$ cat src/rtl/axi4_lite_fifo_bridge.sv
// AXI4-Lite slave that splits requests into external AW/W/AR FIFOs and merges B/R responses
// back in issue order, answering out-of-window accesses locally with DECERR.

module axi4_lite_fifo_bridge_tagq #(
  parameter int DEPTH = 4
) (
  input  logic clk,
  input  logic rst,
  input  logic push,
  input  logic push_tag,
  input  logic pop,
  output logic full,
  output logic head_valid,
  output logic head_tag
);
  localparam int PTR_W = (DEPTH > 1) ? $clog2(DEPTH) : 1;
  localparam int CNT_W = $clog2(DEPTH) + 1;
  localparam logic [PTR_W-1:0] LAST = PTR_W'(DEPTH - 1);

  logic [DEPTH-1:0] tag_reg;
  logic [PTR_W-1:0] wr_ptr_reg;
  logic [PTR_W-1:0] rd_ptr_reg;
  logic [CNT_W-1:0] count_reg;

  assign full       = (count_reg == CNT_W'(DEPTH));
  assign head_valid = (count_reg != '0);
  assign head_tag   = tag_reg[rd_ptr_reg];

  always_ff @(posedge clk or posedge rst) begin
    if (rst) begin
      tag_reg    <= '0;
      wr_ptr_reg <= '0;
      rd_ptr_reg <= '0;
      count_reg  <= '0;
    end else begin
      if (push) begin
        tag_reg[wr_ptr_reg] <= push_tag;
        wr_ptr_reg <= (wr_ptr_reg == LAST) ? '0 : wr_ptr_reg + 1'b1;
      end
      if (pop) begin
        rd_ptr_reg <= (rd_ptr_reg == LAST) ? '0 : rd_ptr_reg + 1'b1;
      end
      case ({push, pop})
        2'b10:   count_reg <= count_reg + 1'b1;
        2'b01:   count_reg <= count_reg - 1'b1;
        default: count_reg <= count_reg;
      endcase
    end
  end
endmodule

module axi4_lite_fifo_bridge #(
  parameter int DATA_W = 32,
  parameter int ADDR_W = 32,
  parameter int MAX_OUT = 4,
  parameter logic [ADDR_W-1:0] ADDR_BASE = '0,
  parameter logic [ADDR_W:0] ADDR_SIZE = (ADDR_W+1)'(4096)
) (
  input  logic                     aclk,
  input  logic                     areset,
  input  logic [ADDR_W-1:0]        s_axi_awaddr,
  input  logic                     s_axi_awvalid,
  output logic                     s_axi_awready,
  input  logic [DATA_W-1:0]        s_axi_wdata,
  input  logic [DATA_W/8-1:0]      s_axi_wstrb,
  input  logic                     s_axi_wvalid,
  output logic                     s_axi_wready,
  output logic [1:0]               s_axi_bresp,
  output logic                     s_axi_bvalid,
  input  logic                     s_axi_bready,
  input  logic [ADDR_W-1:0]        s_axi_araddr,
  input  logic                     s_axi_arvalid,
  output logic                     s_axi_arready,
  output logic [DATA_W-1:0]        s_axi_rdata,
  output logic [1:0]               s_axi_rresp,
  output logic                     s_axi_rvalid,
  input  logic                     s_axi_rready,
  output logic [ADDR_W-1:0]        aw_fifo_wdata,
  output logic                     aw_fifo_wen,
  input  logic                     aw_fifo_full,
  output logic [DATA_W+DATA_W/8-1:0] w_fifo_wdata,
  output logic                     w_fifo_wen,
  input  logic                     w_fifo_full,
  output logic [ADDR_W-1:0]        ar_fifo_wdata,
  output logic                     ar_fifo_wen,
  input  logic                     ar_fifo_full,
  input  logic [DATA_W+1:0]        r_fifo_rdata,
  output logic                     r_fifo_ren,
  input  logic                     r_fifo_empty,
  input  logic [1:0]               b_fifo_rdata,
  output logic                     b_fifo_ren,
  input  logic                     b_fifo_empty
);
  localparam int STRB_W = DATA_W / 8;
  localparam logic [1:0] DECERR = 2'b11;

  // Extra top bit keeps BASE+SIZE from wrapping at the top of the address space.
  function automatic logic in_window(input logic [ADDR_W-1:0] addr);
    logic [ADDR_W:0] a;
    logic [ADDR_W:0] lo;
    logic [ADDR_W:0] hi;
    a  = {1'b0, addr};
    lo = {1'b0, ADDR_BASE};
    hi = lo + ADDR_SIZE;
    return (a >= lo) && (a < hi);
  endfunction

  // ---------------- write path ----------------
  logic              aw_held_reg;
  logic [ADDR_W-1:0] aw_addr_reg;
  logic              w_held_reg;
  logic [DATA_W-1:0] w_data_reg;
  logic [STRB_W-1:0] w_strb_reg;
  logic              bvalid_reg;
  logic [1:0]        bresp_reg;

  logic aw_in_win;
  logic w_issue;
  logic wq_full;
  logic wq_head_valid;
  logic wq_head_tag;
  logic b_load;

  assign aw_in_win = in_window(aw_addr_reg);
  assign b_load    = wq_head_valid && (!bvalid_reg || s_axi_bready) &&
                     (wq_head_tag || !b_fifo_empty);
  // A retire in the same cycle frees the slot, so a full queue may still accept.
  assign w_issue   = aw_held_reg && w_held_reg && (!wq_full || b_load) &&
                     (!aw_in_win || (!aw_fifo_full && !w_fifo_full));

  assign s_axi_awready = !aw_held_reg;
  assign s_axi_wready  = !w_held_reg;
  assign aw_fifo_wen   = w_issue && aw_in_win;
  assign w_fifo_wen    = w_issue && aw_in_win;
  assign aw_fifo_wdata = aw_addr_reg;
  assign w_fifo_wdata  = {w_strb_reg, w_data_reg};
  assign b_fifo_ren    = b_load && !wq_head_tag;
  assign s_axi_bvalid  = bvalid_reg;
  assign s_axi_bresp   = bresp_reg;

  always_ff @(posedge aclk or posedge areset) begin
    if (areset) begin
      aw_held_reg <= 1'b0;
      aw_addr_reg <= '0;
    end else if (w_issue) begin
      aw_held_reg <= 1'b0;
    end else if (s_axi_awvalid && !aw_held_reg) begin
      aw_held_reg <= 1'b1;
      aw_addr_reg <= s_axi_awaddr;
    end
  end

  always_ff @(posedge aclk or posedge areset) begin
    if (areset) begin
      w_held_reg <= 1'b0;
      w_data_reg <= '0;
      w_strb_reg <= '0;
    end else if (w_issue) begin
      w_held_reg <= 1'b0;
    end else if (s_axi_wvalid && !w_held_reg) begin
      w_held_reg <= 1'b1;
      w_data_reg <= s_axi_wdata;
      w_strb_reg <= s_axi_wstrb;
    end
  end

  axi4_lite_fifo_bridge_tagq #(.DEPTH(MAX_OUT)) u_wq (
    .clk        (aclk),
    .rst        (areset),
    .push       (w_issue),
    .push_tag   (!aw_in_win),
    .pop        (b_load),
    .full       (wq_full),
    .head_valid (wq_head_valid),
    .head_tag   (wq_head_tag)
  );

  always_ff @(posedge aclk or posedge areset) begin
    if (areset) begin
      bvalid_reg <= 1'b0;
      bresp_reg  <= 2'b00;
    end else if (b_load) begin
      bvalid_reg <= 1'b1;
      bresp_reg  <= wq_head_tag ? DECERR : b_fifo_rdata;
    end else if (s_axi_bready) begin
      bvalid_reg <= 1'b0;
    end
  end

  // ---------------- read path ----------------
  logic              ar_held_reg;
  logic [ADDR_W-1:0] ar_addr_reg;
  logic              rvalid_reg;
  logic [1:0]        rresp_reg;
  logic [DATA_W-1:0] rdata_reg;

  logic ar_in_win;
  logic r_issue;
  logic rq_full;
  logic rq_head_valid;
  logic rq_head_tag;
  logic r_load;

  assign ar_in_win = in_window(ar_addr_reg);
  assign r_load    = rq_head_valid && (!rvalid_reg || s_axi_rready) &&
                     (rq_head_tag || !r_fifo_empty);
  assign r_issue   = ar_held_reg && (!rq_full || r_load) &&
                     (!ar_in_win || !ar_fifo_full);

  assign s_axi_arready = !ar_held_reg;
  assign ar_fifo_wen   = r_issue && ar_in_win;
  assign ar_fifo_wdata = ar_addr_reg;
  assign r_fifo_ren    = r_load && !rq_head_tag;
  assign s_axi_rvalid  = rvalid_reg;
  assign s_axi_rresp   = rresp_reg;
  assign s_axi_rdata   = rdata_reg;

  always_ff @(posedge aclk or posedge areset) begin
    if (areset) begin
      ar_held_reg <= 1'b0;
      ar_addr_reg <= '0;
    end else if (r_issue) begin
      ar_held_reg <= 1'b0;
    end else if (s_axi_arvalid && !ar_held_reg) begin
      ar_held_reg <= 1'b1;
      ar_addr_reg <= s_axi_araddr;
    end
  end

  axi4_lite_fifo_bridge_tagq #(.DEPTH(MAX_OUT)) u_rq (
    .clk        (aclk),
    .rst        (areset),
    .push       (r_issue),
    .push_tag   (!ar_in_win),
    .pop        (r_load),
    .full       (rq_full),
    .head_valid (rq_head_valid),
    .head_tag   (rq_head_tag)
  );

  always_ff @(posedge aclk or posedge areset) begin
    if (areset) begin
      rvalid_reg <= 1'b0;
      rresp_reg  <= 2'b00;
      rdata_reg  <= '0;
    end else if (r_load) begin
      rvalid_reg <= 1'b1;
      rresp_reg  <= rq_head_tag ? DECERR : r_fifo_rdata[DATA_W+1:DATA_W];
      rdata_reg  <= rq_head_tag ? '0 : r_fifo_rdata[DATA_W-1:0];
    end else if (s_axi_rready) begin
      rvalid_reg <= 1'b0;
    end
  end
endmodule
$ cat config.mk
export PLATFORM = sky130hd
export DESIGN_NAME = axi4_lite_fifo_bridge
export DESIGN_NICKNAME = d
export VERILOG_FILES = /design/src/rtl/axi4_lite_fifo_bridge.sv
export SDC_FILE = /design/constraint.sdc
export NUM_CORES = 1
export LEC_CHECK = 0
export BUFFER_PORTS_ARGS = -buffer_cell sky130_fd_sc_hd__buf_2
export CORE_MARGIN = 4
export CORE_UTILIZATION = 35
export CTS_BUF_LIST = sky130_fd_sc_hd__clkbuf_4
export CTS_CLUSTER_SIZE = 14
export DETAILED_ROUTE_END_ITERATION = 6
export SETUP_SLACK_MARGIN = 0.2
export SLEW_MARGIN = 25
export SYNTH_ARGS = -nofsm -noshare
export SYNTH_HDL_FRONTEND = slang
export SYNTH_SLANG_ARGS = --single-unit
$ cat constraint.sdc
create_clock -name aclk -period 4.29 [get_ports aclk]
set_input_delay 0 -clock aclk [delete_from_list [all_inputs] [get_ports aclk]]
set_output_delay 0 -clock aclk [all_outputs]
set_load 0.01 [all_outputs]
==> results.md <==
* Total power at 0.00690 W
* Synth warn at 0
* Flip-flop and latch count after synthesis at 163
* Die width at 145 um
* Critical path type: flop to flop
* Peak Freq at 351 MHz
* Starting Density at 36.0%
* First-iteration detailed-routing DRC count at 184
* Total Wirelength at 19,300 um
* Die Y at 145 um
* Port bufs at 293
* Synthesized net count at around 600
* Post-synth top area cell: dfrtp_1
* Max-Cap Viols at 0
* Critical Path, Cell by Cell: mux4_2 > o211ai_2 > a41oi_4 > o21a_4 > inv_1 > ha_1 > inv_1 > fa_1 > xor2_1 > nor2_1 > xor2_1
* TNS Setup at 0 ns
* Largest net degree at the start of global routing at 164
* Clock Latency Late Sink at 0.55 ns
* Top cells by area, synth: dfrtp_1 62%, mux2_2 18%, a22o_1 4.3%, ha_1 2.3%, inv_1 1.2%
* Hold Path Class: input port to flop
* Setup crit start kind: flop
* Ys async rst share at 100%
* Syn Area/Cell at between 10 and 15 um2
* Clock buffer count from CTS at 17
* CP max FO at 10
* Most frequent cells in the layout: 293 x buf_2, 163 x dfrtp_1, 148 x dlygate4sd3_1
* Setup violators final at 0
* Core Area at 18,200 um2
* Via density at 4.78
* Share of layout cells above drive strength 1 at 49.0%
* Fin crit share at 66.4%
* Mapped Area at 6550 um2
* Status: finished clean
* Synth cell types at 37
* Worst-Margin Slew at ~0.9 ns
* Slowest cell on crit path: mux4_2
* Critical Path RT at 4.76 ns
* Reg clk slew, reported paths at 0.14 ns
* Routed vias at 5,449
* Final min period at 2.85 ns
* Fin util at 55.4%
* Die area at around 21,000 um2
* Clock Path Buffers at 2
* DRC errors left at 0
* Post-CTS Resized at 0
* Initial antenna violation count at 1
* Relative slew slack at roughly 39%
* Root buffer cell: clkbuf_4
* H-tree depth at 4
* Total GRT Usage at a little under a fifth
* CP peak stage delay at 0.59 ns
* Num rows at 49
* Skew final at between 0.02 and 0.025 ns
* Leakage at 4.91 nW
* Nets at 1,060
* Vias in the first global route at 6,027
* First-pass GRT wire length at 29,800 um
* Endpoints failing hold at 0
* Final ANT Viol Nets at 0
* Ys flop type: dfrtp_1
* DR pass1 iterations at 4
* Placer Congestion at 0.812
* Clock sinks at between 150 and 200
* CP arrival at 3.32 ns
* Synth Instances at 453
* EDFF count, synth at 0
* CTS tree: yes
* RSZ-0062 raised after global routing: no
* Delay-heaviest family, CP: compound AO/OA/AOI/OAI gates
* Grt ovf at 0
* CP bufs+invs at 2
* Yosys top cell area share at 62.3%
* Commonest non-fill, non-tap cell in the layout: buf_2
* Slew Limit Fails at 0
* Power per cell area at between 600 and 700 nW/um2
* Worst Setup End Kind: flop
* Wire per inst at 17.0 um
* IO Count at 294
* VDD IR max at 0.364 mV
* Area grow syn2layout at 54.1%
* Sequential share of the synthesized area at 62.3%
* Buffer count from post-CTS setup fixing at 0
* Detail Placement HPWL at 13,000 um
[power breakdown]
group / internal (W) / switching (W) / total, W
sequential: 0.00232 / 0.000531 / 0.00285
clock: 0.000418 / 0.000551 / 0.000969
combinational: 0.00155 / 0.00152 / 0.00308
total: 0.00429 / 0.00260 / 0.00690
[stage by stage]
stage / hold WS [ns] / area, um2 / instances / setup slack [ns]
final: 0.0848 / 10100 / 1141 / 1.44
after global routing: 0.0744 / 10100 / 1141 / 1.26
after CTS: 0.0140 / 10100 / 1139 / 1.43
after detailed placement: 0.225 / 8280 / 959 / 1.46
after global placement: 0.222 / 8280 / 959 / 1.57
after floorplan: 0.0503 / 6550 / 453 / 1.69
[worst min-delay path, delay by kind of cell]
kind | cells | cell delay, ns
compound gates | 1 | 0.19
simple gates | 2 | 0.31
buf+inv | 2 | 0.10
[path summary, 6_finish.rpt]
check | endpoint | cells after the start | startpoint | slack [ns]
setup / recovery | u_rq.count_reg[2] | 11 | u_rq.rd_ptr_reg[0] | 1.44
min in group asynchronous | u_wq.count_reg[2] | 4 | areset | 0.21
hold reg to reg | s_axi_bresp[1] | 2 | s_axi_bresp[1] | 0.50
hold / removal | s_axi_bvalid | 5 | b_fifo_empty | 0.08
max in group asynchronous | w_data_reg[17] | 4 | areset | 3.35
setup reg to reg | u_rq.count_reg[2] | 11 | u_rq.rd_ptr_reg[0] | 1.44
[final cells by class]
class	count	area (um2)
diodes	1	2.50
clock buffers	19	143
clock inverters	13	158
fillers	1445	8120
inverters	21	82.6
multi-input cells	248	2320
flip-flops and latches	163	4080
well taps	229	287
repair buffers	447	3020
[repair_timing]
item	CTS	global route
hold buffers	148	0
endpoints found under the hold margin	312	0
endpoints found under the setup margin	0	0
[routing by layer]
metal / vias up / track usage, % / share of wire (%)
met1: 2660 / 19.3 / 38
met3: 42 / 5.92 / 7.3
met4: 0 / 7.07 / 2.6
met2: 227 / 33.2 / 53
met5: - / 0 / 0
li1: 2520 / - / -
[kinds of logic (layout without fill, tap and decap cells)]
kind of cell	after synthesis	count (layout)	synth area share, %
AO/OA/AOI/OAI	51	51	7.13
XOR/XNOR	6	6	0.803
adder cells (fa/ha/maj)	14	14	2.91
buffers and inverters	42	500	2.56
flip-flops	163	163	62.3
multiplexers	109	109	19.2
other	0	1	0
AND/OR/NAND/NOR	68	68	5.12
[Yosys cell counts, drive strengths merged (4+ instances only)]
cell type / instances
xor2: 4
nor3: 5
dfrtp: 163
nor4: 11
a32o: 4
ha: 12
mux2: 105
a22o: 32
nand2: 13
o2bb2ai: 4
nor2: 17
nand3: 12
buf: 12
inv: 21
clkbuf: 9
No activity file was read; power rests on OpenSTA's default activity.
